[src/rtl/adpll_pkg.sv]
// rtl/adpll_pkg.sv - shared ADPLL types and default loop constants
package adpll_pkg;

  typedef enum logic [1:0] {
    IDLE    = 2'd0,
    MEASURE = 2'd1,
    UPDATE  = 2'd2
  } meter_state_t;

  localparam int DEF_CNT_W     = 8;
  localparam int DEF_CTRL_W    = 12;
  localparam int DEF_CTRL_INIT = 2048;
  localparam int DEF_KP_SHIFT  = 2;
  localparam int DEF_KI_SHIFT  = 5;

endpackage

[src/rtl/updn_pulse_meter.sv]
// rtl/updn_pulse_meter.sv - measures UP/DN pulse width as a signed error
module updn_pulse_meter
  import adpll_pkg::*;
#(
  parameter int CNT_W = DEF_CNT_W
) (
  input  logic              clk,
  input  logic              reset,
  input  logic              up,
  input  logic              dn,
  output logic signed [CNT_W:0] err,
  output logic              err_valid
);

  localparam logic [CNT_W-1:0] CNT_MAX = {CNT_W{1'b1}};

  meter_state_t     state, state_n;
  logic [CNT_W-1:0] count, count_n;
  logic             dir, dir_n;
  logic             latched_high, other_high;
  logic signed [CNT_W:0] mag;

  always_ff @(posedge clk) begin
    if (!reset) begin
      state <= IDLE;
      count <= '0;
      dir   <= 1'b0;
    end else begin
      state <= state_n;
      count <= count_n;
      dir   <= dir_n;
    end
  end

  assign latched_high = dir ? up : dn;
  assign other_high   = dir ? dn : up;

  always_comb begin
    state_n   = state;
    count_n   = count;
    dir_n     = dir;
    err_valid = 1'b0;
    case (state)
      IDLE: begin
        // Both high is the PFD reset overlap; only a lone input starts a pulse.
        if (up ^ dn) begin
          dir_n   = up;
          count_n = {{(CNT_W-1){1'b0}}, 1'b1};
          state_n = MEASURE;
        end
      end
      MEASURE: begin
        if (latched_high && !other_high) begin
          if (count != CNT_MAX) count_n = count + 1'b1;
        end else begin
          state_n = UPDATE;
        end
      end
      UPDATE: begin
        err_valid = 1'b1;
        state_n   = IDLE;
      end
      default: state_n = IDLE;
    endcase
  end

  assign mag = signed'({1'b0, count});
  assign err = dir ? mag : -mag;

endmodule

[src/rtl/loop_filter.sv]
// rtl/loop_filter.sv - PI loop filter producing the DCO control word
module loop_filter
  import adpll_pkg::*;
#(
  parameter int CNT_W     = DEF_CNT_W,
  parameter int CTRL_W    = DEF_CTRL_W,
  parameter int CTRL_INIT = DEF_CTRL_INIT,
  parameter int KP_SHIFT  = DEF_KP_SHIFT,
  parameter int KI_SHIFT  = DEF_KI_SHIFT
) (
  input  logic              clk,
  input  logic              reset,
  input  logic              UP,
  input  logic              DN,
  output logic [CTRL_W-1:0] ctrl,
  output logic              ctrl_valid,
  output logic              sat
);

  // Two guard bits keep integ + err and the proportional sum free of overflow.
  localparam int INTEG_W = CTRL_W + KI_SHIFT + 2;
  localparam logic signed [INTEG_W-1:0] INTEG_INIT = INTEG_W'(CTRL_INIT * (2 ** KI_SHIFT));
  localparam logic signed [INTEG_W-1:0] INTEG_MAX  = INTEG_W'((2 ** CTRL_W - 1) * (2 ** KI_SHIFT));
  localparam logic signed [INTEG_W-1:0] CTRL_MAX_S = INTEG_W'(2 ** CTRL_W - 1);

  logic signed [CNT_W:0]     err;
  logic                      err_valid;
  logic signed [INTEG_W-1:0] err_ext, integ, integ_sum, integ_n, ctrl_sum;
  logic                      integ_clamp, ctrl_clamp;
  logic [CTRL_W-1:0]         ctrl_n;

  updn_pulse_meter #(.CNT_W(CNT_W)) u_meter (
    .clk       (clk),
    .reset     (reset),
    .up        (UP),
    .dn        (DN),
    .err       (err),
    .err_valid (err_valid)
  );

  assign err_ext = signed'({{(INTEG_W-CNT_W-1){err[CNT_W]}}, err});

  always_comb begin
    integ_sum   = integ + err_ext;
    integ_n     = integ_sum;
    integ_clamp = 1'b0;
    if (integ_sum < 0) begin
      integ_n     = '0;
      integ_clamp = 1'b1;
    end else if (integ_sum > INTEG_MAX) begin
      integ_n     = INTEG_MAX;
      integ_clamp = 1'b1;
    end

    ctrl_sum   = (integ_n >>> KI_SHIFT) + (err_ext >>> KP_SHIFT);
    ctrl_n     = ctrl_sum[CTRL_W-1:0];
    ctrl_clamp = 1'b0;
    if (ctrl_sum < 0) begin
      ctrl_n     = '0;
      ctrl_clamp = 1'b1;
    end else if (ctrl_sum > CTRL_MAX_S) begin
      ctrl_n     = '1;
      ctrl_clamp = 1'b1;
    end
  end

  always_ff @(posedge clk) begin
    if (!reset) begin
      integ      <= INTEG_INIT;
      ctrl       <= CTRL_W'(CTRL_INIT);
      ctrl_valid <= 1'b0;
      sat        <= 1'b0;
    end else begin
      ctrl_valid <= err_valid;
      if (err_valid) begin
        integ <= integ_n;
        ctrl  <= ctrl_n;
        sat   <= integ_clamp | ctrl_clamp;
      end
    end
  end

endmodule

[config.mk]
export PLATFORM = sky130hd
export DESIGN_NAME = loop_filter
export DESIGN_NICKNAME = d
export VERILOG_FILES = /design/src/rtl/adpll_pkg.sv /design/src/rtl/updn_pulse_meter.sv /design/src/rtl/loop_filter.sv
export SDC_FILE = /design/constraint.sdc
export NUM_CORES = 1
export LEC_CHECK = 0
export ABC_AREA = 1
export CAP_MARGIN = 40
export CORE_ASPECT_RATIO = 0.75
export CORE_MARGIN = 5
export CORE_UTILIZATION = 29
export DETAILED_ROUTE_END_ITERATION = 12
export GPL_TIMING_DRIVEN = 0
export PLACE_DENSITY_LB_ADDON = 0.3
export REMOVE_ABC_BUFFERS = 1
export SYNTH_ARGS = -nofsm -noshare
export SYNTH_HDL_FRONTEND = slang
export SYNTH_SLANG_ARGS = --single-unit
[constraint.sdc]
create_clock -name clk -period 5.7 [get_ports clk]
set_clock_uncertainty 0.05 [all_clocks]
set_input_delay 0.855 -clock clk [delete_from_list [all_inputs] [get_ports clk]]
set_output_delay 0.855 -clock clk [all_outputs]
set_load 0.05 [all_outputs]
Yosys cells after proc, flatten, opt, wreduce, memory -nomap -nowiden
Index checks and enable logic that the tools add are counted.
{"block": "word_totals", "mem_count": 0, "latchBits": 0, "romBits": 0, "elab_cells": 50, "regBits": 44, "output_inout_bits": 14, "mem_bits_rw": 0, "inputBits": 4}
{"block": "classes", "mul": 0, "magnitude_cmp": 4, "n_reduce_logical": 7, "n_eq_ne": 7, "div": 0, "n_shift": 0, "bitwise_logic": 2, "addsub": 4, "n_mux": 19}
{"cell": "$mux W19", "n": 2}
{"cell": "$mux W12", "n": 2}
{"cell": "$mux W8", "n": 3}
{"cell": "$add A19 B9 Y19", "n": 1}
{"cell": "$gt A19 B18 Y1 const B", "n": 1}
{"cell": "$lt A19 B1 Y1 const B", "n": 1}
{"cell": "$pmux W8 S2", "n": 1}
{"cell": "$add A14 B7 Y15", "n": 1}
{"cell": "$gt A15 B13 Y1 const B", "n": 1}
{"cell": "$lt A15 B1 Y1 const B", "n": 1}
{"cell": "$mux W9", "n": 1}
{"cell": "$neg A8 Y9", "n": 1}
{"cell": "$add A8 B1 Y8 const B", "n": 1}
{"cell": "$ne A8 B8 Y1 const B", "n": 1}
{"cell": "$mux W1", "n": 7}
{"cell": "$ne A2 B1 Y1 const B", "n": 3}
{"cell": "$mux W2", "n": 2}
{"cell": "$pmux W2 S2", "n": 1}
{"cell": "$reduce_and A2 Y1", "n": 2}
{"cell": "$reduce_and A4 Y1", "n": 1}
{"cell": "$eq A2 B1 Y1 const B", "n": 1}
{"cell": "$eq A2 B2 Y1 const B", "n": 1}
{"cell": "$logic_not A2 Y1", "n": 1}
{"cell": "$ne A2 B2 Y1 const B", "n": 1}
{"cell": "other kinds (5)", "n": 5}

Depth between registers and ports, before layout
{"block": "logic_depth", "depth_word": 11, "depth_mapped": 40, "ltp_nobuf": 39}

Modules after synthesis
From an unflattened synthesis, not the netlist that was laid out.
{"block": "unflattened", "hier_cells": 626, "area_unflattened_um2": 3996.3}
{"module": "loop_filter", "area_each_um2": 3188.1, "cells_per_inst": 501, "seq_area_each_um2": 640.6, "n_inst": 1}
{"module": "updn_pulse_meter", "area_each_um2": 808.3, "cells_per_inst": 125, "seq_area_each_um2": 220.2, "n_inst": 1}

Least setup slack after synthesis
No wires, ideal clock.
{"block": "synth_timing", "path_type": "register to register", "from": "register u_meter.count[0]", "to": "register ctrl[10]", "setup_ns": 0.132, "path_buffers": 1, "synth_period_minus_slack_ns": 4.842, "setup_slack_ns": 0.858, "arrival_time_ns": 4.659, "path_stages_with_launch": 36, "required_time_ns": 5.518, "cell_sequence": "dfxtp_1 -> inv_1 -> ha_1 -> nand2_1 -> nor2_2 -> a31oi_4 -> ha_1 -> nand2_1 -> inv_1 -> a21oi_1 -> nand3_2 -> nand2_2 -> nand2_1 -> nand2_1 -> nand2_2 -> nor2_1 -> nand2_1 -> nand2_4 -> nand2_4 -> buf_6 -> o21ai_0 -> ha_1 -> inv_1 -> fa_1 -> o21ai_0 -> a21oi_1 -> o21ai_0 -> nand2_1 -> nor2_1 -> nand2_1 -> nand3_1 -> nand2_1 -> nand2_1 -> nand2_1 -> nand2_1 -> a21oi_1"}
{"block": "synth_via", "elab_chain_cells": 10, "word_cells_on_any_way": 12, "classes_between": "add/sub (3); order compare (4); mux (5)"}
{"element": "from (decl)", "line_no": "updn_pulse_meter.sv:18", "source": "logic [CNT_W-1:0] count, count_n;"}
{"element": "from (signal assigned)", "line_no": "updn_pulse_meter.sv:30", "source": "count <= count_n;"}
{"element": "$neg A8 Y9", "line_no": "updn_pulse_meter.sv:68", "source": "assign err = dir ? mag : -mag;"}
{"element": "$mux W9 (*)", "line_no": "updn_pulse_meter.sv:68"}
{"element": "$add A19 B9 Y19 (*)", "line_no": "loop_filter.sv:44", "source": "integ_sum = integ + err_ext;"}
{"element": "$gt A19 B18 Y1", "line_no": "loop_filter.sv:50", "source": "end else if (integ_sum > INTEG_MAX) begin"}
{"element": "$mux W19", "line_no": "loop_filter.sv:50"}
{"element": "$mux W19 (*)", "line_no": "loop_filter.sv:47", "source": "if (integ_sum < 0) begin"}
{"element": "via integ_n[5]", "line_no": "loop_filter.sv:28", "source": "logic signed [INTEG_W-1:0] err_ext, integ, integ_sum, integ_n, ctrl_sum;"}
{"element": "$add A14 B7 Y15 (*)", "line_no": "loop_filter.sv:55", "source": "ctrl_sum = (integ_n >>> KI_SHIFT) + (err_ext >>> KP_SHIFT);"}
{"element": "$gt A15 B13 Y1", "line_no": "loop_filter.sv:61", "source": "end else if (ctrl_sum > CTRL_MAX_S) begin"}
{"element": "$mux W12", "line_no": "loop_filter.sv:61"}
{"element": "$mux W12 (*)", "line_no": "loop_filter.sv:58", "source": "if (ctrl_sum < 0) begin"}
{"element": "to (signal assigned)", "line_no": "loop_filter.sv:70", "source": "ctrl <= CTRL_W'(CTRL_INIT);"}
{"element": "to (signal assigned)", "line_no": "loop_filter.sv:77", "source": "ctrl <= ctrl_n;"}
{"element": "to (decl)", "line_no": "loop_filter.sv:15", "source": "output logic [CTRL_W-1:0] ctrl,"}
The timed path passes the listed nets; every way through them passes the cells marked *.
A chain may end at the register's enable or synchronous reset.

Worst setup path in the final report
{"block": "layout_timing", "from": "register u_meter.count[1]", "to": "register ctrl[10]"}
The elaborated chain is that of the path after synthesis.

==> impl_metrics.csv <==
group,metric,value,unit
cells_and_area,fin_util,34.4,%
power_and_ir_drop,internal-power,0.772,mW
cts,clkSinkCount,43,
job,drv_cap,0,
die,io-pin-count,18,
logic_synthesis,synth_area_leader_cell,"dfxtp_1",
route,drtIter0Drc,249,
worst_setup_path,path_buf_inv,5,
worst_setup_path,crit_slowest_cell,"fa_1",
grt,grt_max_degree,21,
cts,htree_levels,2,
route,drt-vias-per-instance,4.65,
worst_setup_path,crit_path_start_kind,"register",
route,post-route-drc-count,0,
cells_and_area,num_antenna_cells,0,
route,wl,10600,um
die,die_x,144,um
cts,cts_root_buf,"clkbuf_16",
power_and_ir_drop,pwr-share-clk,21.0,%
route,via_count,3874,
logic_synthesis,synth.distinct_cells,40,
logic_synthesis,synth_common_cells,"200 x nand2_1, 105 x inv_1, 48 x nor2_1",
power_and_ir_drop,ir_drop,0.147,mV
die,fp.dieArea,0.0160,mm^2
grt,antenna_found_initial,0,
cts,cts_buffer_depth,2,
power_and_ir_drop,seqPwrFrac,22.9,%
logic_synthesis,async_flop_share,0,%
place,io_buffers,17,
power_and_ir_drop,pwr-share-comb,56.1,%
status,status,"finished clean",
place,dp_slack,-0.0979,ns
grt,overflow,0,
sta,setup_ws,0.537,ns
grt,grt_pass1_vias,3604,
power_and_ir_drop,powerDensity,317,mW/mm^2
sta,finalCritPeriodShare,90.6,%
sta,fmax,194,MHz
logic_synthesis,synthesis.area,0.00392,mm^2
cts,cts_buffers,5,
sta,relSlewSlack,58.7,%
sta,slew_violations,0,
logic_synthesis,netlist_instances,638,
logic_synthesis,synth-main-ff-cell,"dfxtp_1",
place,placed_area,0.00428,mm^2
logic_synthesis,synth_top_cell_area_share,22.0,%
power_and_ir_drop,p_sw,0.659,mW
worst_setup_path,path_common_cell,"nand2_1",
worst_setup_path,critical_path_class,"register to register",
sta,tns,0,ns
sta,finalHoldViolCount,0,
place,hpwl,8190,um
route,detail-route-antenna-nets,0,
cells_and_area,final_nets,698,
power_and_ir_drop,p_sw_share,46.1,%
die,initial_core_util,29.9,%
die,coreArea,0.0131,mm^2
sta,timing.hold.ws,0.402,ns
logic_synthesis,synth_edf_count,0,
logic_synthesis,synth_most_common_cell,"nand2_1",
worst_setup_path,path_max_fanout,15,
logic_synthesis,synth-seq-cells,43,
cells_and_area,stdcell_area,0.00451,mm^2
sta,setup_violations,0,
route,routedWlPerCell,12.7,um
sta,grt_setup_unrepaired,"true",
worst_setup_path,crit_arrival,5.26,ns
logic_synthesis,ys_top_cells_by_area,"dfxtp_1 22%, nand2_1 19%, inv_1 10%",
logic_synthesis,synth.yosys.seq_area_share,22.0,%
cts,clk_pin_slew,0.06,ns
worst_setup_path,worstPathRequired,5.80,ns
cts,cts_hold_buf,0,
power_and_ir_drop,p_leak,2.24,nW
route,firstDrtPassIters,7,
sta,min_period,5.16,ns
die,die_h,111,um
place,routabilityCongestion,0.815,
grt,grt.total_usage,13.7,%
worst_setup_path,cpLargestDelayFamily,"simple AND/OR/NAND/NOR gates",
die,num_rows,36,
logic_synthesis,syn_area_per_cell,6.14,um^2
worst_setup_path,cp-end-kind,"register",
hold_path,hp-class,"register to register",
sta,worst_pin_slew,0.619,ns
cells_and_area,drive_gt1_share,8.75,%
worst_setup_path,cp_slowest_stage_delay,0.41,ns
logic_synthesis,yosys_warnings,0,
cells_and_area,area_growth,15.0,%
cts,tritoncts,"done",
cts,insertion_delay,0.29,ns
grt,grt_pass1_wl,18000,um
-- registers in the layout, indices dropped and copies added (netlist names) --
| name | count |
|---|---|
| integ | 18 |
| ctrl | 12 |
| u_meter.count | 8 |
| u_meter.state | 2 |
| ctrl_valid | 1 |
| sat | 1 |
| u_meter.dir | 1 |
-- final timing paths --
kind	startpoint	to	slack (ns)	depth (start not counted)
max	u_meter.count[1]	ctrl[10]	0.54	34
min	integ[17]	integ[17]	0.40	2
max reg2reg	u_meter.count[1]	ctrl[10]	0.54	34
min reg2reg	integ[17]	integ[17]	0.40	2
-- worst min-delay path, delay by kind of cell, from the launching register on --
kind,cells,cell delay [ns]
and+or+nand+nor,2,0.09
DFF,1,0.32
-- per-stage QoR --
| step | power [mW] | std cells |
|---|---|---|
| floorplan | 0.941 | 631 |
| global placement | 1.09 | 819 |
| detailed placement | 1.10 | 820 |
| CTS | 1.41 | 829 |
| global route | 1.56 | 834 |
| finish | 1.43 | 834 |
-- layer usage --
| layer | global-route usage (%) | routed length (um) | vias to the layer above | share of wire (%) |
|---|---|---|---|---|
| met3 | 2.46 | 506 | 7 | 4.8 |
| met1 | 22.1 | 6040 | 1710 | 57 |
| met5 | 0 | 0 | - | 0 |
| met4 | 1.80 | 52 | 0 | 0.49 |
| met2 | 19.1 | 4040 | 64 | 38 |
| li1 | - | - | 2093 | - |
-- cells by family after synthesis --
group | count (synthesis) | share of synthesized area, %
compound gates | 83 | 12.4
xor+xnor | 16 | 3.77
fa+ha+maj | 32 | 10.6
buf+inv | 118 | 11.7
flops | 43 | 22.0
simple gates | 346 | 39.5
-- power groups by stage --
| stage | sequential [mW] | clock, mW | combinational, mW |
|---|---|---|---|
| 2_1_floorplan | 0.354 | 0 | 0.587 |
| 3_3_place_gp | 0.333 | 0 | 0.762 |
| 3_5_place_dp | 0.333 | 0 | 0.769 |
| 4_1_cts | 0.327 | 0.306 | 0.778 |
| 5_1_grt | 0.329 | 0.323 | 0.911 |
| 6_report | 0.327 | 0.301 | 0.803 |
-- repair_timing --
item	CTS	global route
gates resized for setup	1	13
buffers inserted	0	5
pin swaps	1	5
endpoints found under the setup margin	2	13
cloned	1	0
-- cell usage in the layout (no fill, tap or decap), types with 9 or more instances in the layout --
master           Yosys  final
nand2_1            200    200
inv_1              105    105
nor2_1              48     47
dfxtp_1             43     41
nand3_1             39     39
ha_1                30     30
a21oi_1             27     26
o21ai_0             30     23
clkdlybuf4s50_1      0     17
o21ai_1              7     12
nand4_1             11     11
xor2_1              12     11
nor3_1               9      9
-- layout make-up --
| type | count | area (um^2) |
|---|---|---|
| clock inverters | 1 | 8.76 |
| multi-input cells | 478 | 2640 |
| well taps | 171 | 214 |
| fillers | 1454 | 8600 |
| clock buffers | 7 | 143 |
| flip-flops and latches | 43 | 863 |
| repair buffers | 23 | 223 |
| inverters | 111 | 417 |
No activity file was read; power rests on OpenSTA's default activity.
